**src/rtl/reg_bank_arbiter_pkg.sv**
```systemverilog
// Shared types and constants for the register-bank sequencer/arbiter.
package reg_bank_arbiter_pkg;

  typedef enum logic [1:0] {
    IDLE,
    WRITE,
    READ,
    ACK
  } state_t;

  localparam logic RW_LOAD = 1'b0;
  localparam logic RW_HOLD = 1'b1;

  localparam logic GNT_A = 1'b0;
  localparam logic GNT_B = 1'b1;

endpackage

```
**src/rtl/rr_arbiter2.sv**
```systemverilog
// Two-way round-robin picker: a lone request wins, a tie goes to the requester not granted last.
module rr_arbiter2
  import reg_bank_arbiter_pkg::*;
(
  input  logic [1:0] req,
  input  logic       last,
  output logic [1:0] gnt
);

  always_comb begin
    gnt = '0;
    case (req)
      2'b01:   gnt = 2'b01;
      2'b10:   gnt = 2'b10;
      2'b11:   gnt = (last == GNT_A) ? 2'b10 : 2'b01;
      default: gnt = '0;
    endcase
  end

endmodule

```
**src/rtl/reg_bank_arbiter.sv**
```systemverilog
// Sequencer/arbiter for a bank of hold/load registers on a shared AND-gated bus.
// Two requesters are granted round-robin; each transaction is grant, one strobe cycle, one ack cycle.
module reg_bank_arbiter
  import reg_bank_arbiter_pkg::*;
#(
  parameter int NREG = 4,
  parameter int AW   = 2,
  parameter int DW   = 16
) (
  input  logic            CLK,
  input  logic            CLR,
  input  logic            req_a,
  input  logic            we_a,
  input  logic [AW-1:0]   addr_a,
  input  logic [DW-1:0]   wdata_a,
  output logic            ack_a,
  input  logic            req_b,
  input  logic            we_b,
  input  logic [AW-1:0]   addr_b,
  input  logic [DW-1:0]   wdata_b,
  output logic            ack_b,
  output logic [DW-1:0]   rdata,
  output logic            rvalid,
  output logic            err,
  output logic            busy,
  output logic [NREG-1:0] reg_rw,
  output logic [NREG-1:0] reg_ea,
  output logic [DW-1:0]   reg_d,
  input  logic [DW-1:0]   bank_q
);

  localparam logic [AW:0] NREG_L = (AW+1)'(NREG);

  state_t          state;
  logic            last_gnt;
  logic            gnt_id;
  logic            bad_q;
  logic [NREG-1:0] rw_q;
  logic [NREG-1:0] ea_q;
  logic [DW-1:0]   d_q;

  logic [1:0]      gnt;
  logic            sel_b;
  logic            sel_we;
  logic [AW-1:0]   sel_addr;
  logic [DW-1:0]   sel_wdata;
  logic            sel_ok;
  logic [NREG-1:0] sel_hot;
  logic [NREG-1:0] sel_rw;

  rr_arbiter2 u_arb (
    .req  ({req_b, req_a}),
    .last (last_gnt),
    .gnt  (gnt)
  );

  assign sel_b     = gnt[1];
  assign sel_we    = sel_b ? we_b    : we_a;
  assign sel_addr  = sel_b ? addr_b  : addr_a;
  assign sel_wdata = sel_b ? wdata_b : wdata_a;
  assign sel_ok    = {1'b0, sel_addr} < NREG_L;

  // An out-of-range address matches no bit, so it neither loads nor enables anything.
  always_comb begin
    sel_hot = '0;
    sel_rw  = {NREG{RW_HOLD}};
    for (int unsigned i = 0; i < NREG; i++) begin
      if (AW'(i) == sel_addr) begin
        sel_hot[i] = 1'b1;
        sel_rw[i]  = RW_LOAD;
      end
    end
  end

  // Strobes are registered at grant so they are glitch-free for the whole strobe cycle.
  always_ff @(posedge CLK) begin
    if (CLR) begin
      state    <= IDLE;
      last_gnt <= GNT_B;
      gnt_id   <= GNT_A;
      bad_q    <= 1'b0;
      rw_q     <= {NREG{RW_HOLD}};
      ea_q     <= '0;
      d_q      <= '0;
      ack_a    <= 1'b0;
      ack_b    <= 1'b0;
      rvalid   <= 1'b0;
      err      <= 1'b0;
      rdata    <= '0;
    end else begin
      ack_a  <= 1'b0;
      ack_b  <= 1'b0;
      rvalid <= 1'b0;
      err    <= 1'b0;
      case (state)
        IDLE: begin
          if (|gnt) begin
            gnt_id <= sel_b ? GNT_B : GNT_A;
            bad_q  <= !sel_ok;
            if (sel_we) begin
              rw_q  <= sel_rw;
              d_q   <= sel_wdata;
              state <= WRITE;
            end else begin
              ea_q  <= sel_hot;
              state <= READ;
            end
          end
        end
        WRITE: begin
          rw_q  <= {NREG{RW_HOLD}};
          d_q   <= '0;
          ack_a <= (gnt_id == GNT_A);
          ack_b <= (gnt_id == GNT_B);
          err   <= bad_q;
          state <= ACK;
        end
        READ: begin
          ea_q   <= '0;
          rdata  <= bad_q ? '0 : bank_q;
          rvalid <= 1'b1;
          ack_a  <= (gnt_id == GNT_A);
          ack_b  <= (gnt_id == GNT_B);
          err    <= bad_q;
          state  <= ACK;
        end
        ACK: begin
          last_gnt <= gnt_id;
          state    <= IDLE;
        end
        default: state <= IDLE;
      endcase
    end
  end

  // Reset overrides the bank strobes immediately, so a reset mid-WRITE cannot load.
  assign reg_rw = CLR ? {NREG{RW_HOLD}} : rw_q;
  assign reg_ea = CLR ? '0 : ea_q;
  assign reg_d  = d_q;
  assign busy   = (state != IDLE);

endmodule
```
**config.mk**
```make
export PLATFORM = sky130hd
export DESIGN_NAME = reg_bank_arbiter
export DESIGN_NICKNAME = d
export VERILOG_FILES = /design/src/rtl/reg_bank_arbiter_pkg.sv /design/src/rtl/rr_arbiter2.sv /design/src/rtl/reg_bank_arbiter.sv
export SDC_FILE = /design/constraint.sdc
export NUM_CORES = 1
export LEC_CHECK = 0
export CORE_MARGIN = 10
export CORE_UTILIZATION = 50
export DETAILED_ROUTE_END_ITERATION = 10
export DONT_BUFFER_PORTS = 1
export GPL_TIMING_DRIVEN = 1
export HOLD_SLACK_MARGIN = 0.1
export PLACE_DENSITY_LB_ADDON = 0.1
export SYNTH_ARGS = -nofsm -noshare
export SYNTH_HDL_FRONTEND = slang
export SYNTH_HIERARCHICAL = 1
export SYNTH_SLANG_ARGS = --single-unit
```
**constraint.sdc**
```tcl
create_clock -name CLK -period 1.65 [get_ports CLK]
set_clock_uncertainty 0.05 [all_clocks]
set_input_delay 0.33 -clock CLK [delete_from_list [all_inputs] [get_ports CLK]]
set_output_delay 0.33 -clock CLK [all_outputs]
set_load 0.005 [all_outputs]
```
==> impl_metrics.ini <==
[synth]
yosys.area.top_type_share = 0.428
synth-warning-count = 6
ys_seq_area_frac = 0.428
synthesis.nets = 283
synthArstFlopShare = 0
synth.largest_area_cell = dfxtp_1
synth_edf_count = 0
synth.distinct_cells = 38
synth.avg_cell_area_um2 = 9.98
synth_area_um2 = 2200
syn_inst = 220
synth-main-ff-cell = dfxtp_1
yosys_register_bits = 47
ys_top_cells_by_area = dfxtp_1 43%, mux2i_1 15%, o32ai_1 6.4%

[worst_hold_path]
min_from = CLR
hp-class = input pin to flop
hold_depth = 1

[critical_path]
crit_fanout = 3
cp-end-kind = flop
ff2ff_path_depth = 5
cp.arrival_ns = 1.76
critPathLaunchType = flop
crit_start = last_gnt$_SDFFE_PP1N_
cp.required_ns = 1.79
r2r_start = last_gnt$_SDFFE_PP1N_
critPathKind = flop to flop

[job]
maxCapViolCount = 0

[die]
initial_core_util = 0.511
fp.dieW_um = 86.3
ios = 103
die_y_um = 86.3
rows = 24
core_um2 = 4290
die_area_um2 = 7440

[place]
place.port_buffers = 0
hpwl_um = 4250
placed_cell_area_um2 = 2290
dp.cells = 267
gp_congestion = 0.844

[clock_network]
cts_tree = done
cts_buffer_depth = 2
htree_levels = 2
clock_sinks = 47
clock-root-buffer = clkbuf_8
clock_latency_ns = 0.29
clkTransAtPathRegs_ns = 0.08
cts_buffers = 5

[final_layout]
drive_gt1_frac = 0.238
area_delta_synth_final_pct = 18.0
final_common_cell = dfxtp_1
layout_common_cells = 45 x dfxtp_1, 34 x mux2i_1, 25 x nor2_1
multi_input_area_um2 = 1290
fin_area_um2 = 2590
seq_area_um2 = 946
fillCellCount = 367
finalNonFillerCells = 279
final_nets = 289
n_antenna_cell = 0

[drt]
drt_wl_total_um = 5820
drt_iter0_drc = 76
vias = 1633
drt-wirelength-per-cell_um = 20.9
ant_nets = 0
met1Wirelength_um = 2130
dr.pass1.iters = 4
met2_length_um = 2960
top_layer_used = met4
avgViaCountPerCell = 5.85
wl_met3_um = 637
drc = 0

[timing]
hold_viol_final = 0
drv_slew = 0
fin_crit_sh = 0.986
finalWorstPathRequiredPeriod_ns = 1.63
finalSetupViolCount = 0
rsz0062_at_grt = yes
fmax_mhz = 615

[grt]
grt_first_pass_wirelength_um = 8540
grt_max_degree = 70
grt_pass1_vias = 1715
globalRouteOverflowTotal = 0
grt_antenna_before_repair = 0
grt.total_usage = 0.138

[power]
p_leak_nw = 0.947
ir_drop_mv = 0.781
p_per_area_nw_per_um2 = 1470

[run_status]
run_status = finished, final reports clean
[cell usage after synthesis (3+ instances only)]
cell type  instances
dfxtp_1           47
mux2i_1           34
nor2_1            25
nand2b_1          22
o32ai_1           16
buf_2              6
clkbuf_1           6
inv_1              6
ha_1               5
nor2b_1            4
nor3b_1            4
or2_2              4
and3b_1            3
buf_4              3
nand3b_1           3
o32a_1             3
[sequential cells by signal, indices dropped and copies added, names as in the netlist]
name	count
gnt_id	1
reg_d	16
rw_q	4
rdata	16
last_gnt	1
state	2
ack_b	1
ea_q	4
ack_a	1
rvalid	1
[stage by stage]
step	hold WS (ns)	total power [mW]	setup WS, ns	TNS, ns	utilization
4_1_cts	0.0360	3.73	0.0000567	0	0.575
3_5_place_dp	0.364	2.93	-0.0904	-1.05	0.534
5_1_grt	0.104	4.06	-0.0775	-1.15	0.603
3_3_place_gp	0.361	2.87	-0.0553	-0.115	0.534
6_report	0.116	3.81	0.0228	0	0.603
2_1_floorplan	0.388	2.51	0.00953	0	-
[repair_timing]
item | in CTS | in global routing
hold endpoints to repair | 27 | 33
setup buffers | 1 | 0
gates resized for setup | 15 | 13
pin swaps | 4 | 5
setup endpoints to repair | 20 | 24
[logic make-up after synthesis]
group           after synthesis  synth area share
fa+ha+maj                     5            0.0285
buf+inv                      24            0.0553
mux                          36             0.165
other cells                   1           0.00171
flops                        47             0.428
simple gates                 72             0.182
compound gates               35             0.138
[critical path, cell delays in order (launching register included)]
cell	delay [ns]
dfxtp_4	0.38
inv_2	0.04
a21boi_2	0.15
or3b_4	0.40
a31oi_4	0.19
mux2_4	0.31
[power breakdown]
part / switching, mW / internal (mW) / total, mW
Combinational: 0.828 / 0.804 / 1.63
Clock: 0.371 / 0.295 / 0.666
Sequential: 0.158 / 1.36 / 1.52
[metal layers]
layer  global-route usage  vias to the layer above
li1                     -                      783
met3               0.0788                       10
met4               0.0471                        0
met1                0.142                      772
met5                    0                        -
met2                0.232                       68
[cell type report]
| type | count | area share |
|---|---|---|
| Multi-Input combinational cell | 149 | 0.500 |
| Sequential cell | 47 | 0.365 |
| Timing Repair Buffer | 17 | 0.0671 |
| Clock buffer | 5 | 0.0266 |
| Tap cell | 52 | 0.0251 |
| Inverter | 6 | 0.00869 |
| Clock inverter | 3 | 0.00773 |
[worst paths after layout]
path                                               to  slack, ns
worst max-delay path             ea_q[3]$_SDFFE_PP0P_       0.02
worst min-delay path            reg_d[5]$_SDFFE_PP0P_       0.12
worst min register to register       ack_a$_SDFF_PP0_       0.44
worst max register to register   ea_q[3]$_SDFFE_PP0P_       0.02
(Power assumes the default switching activity.)
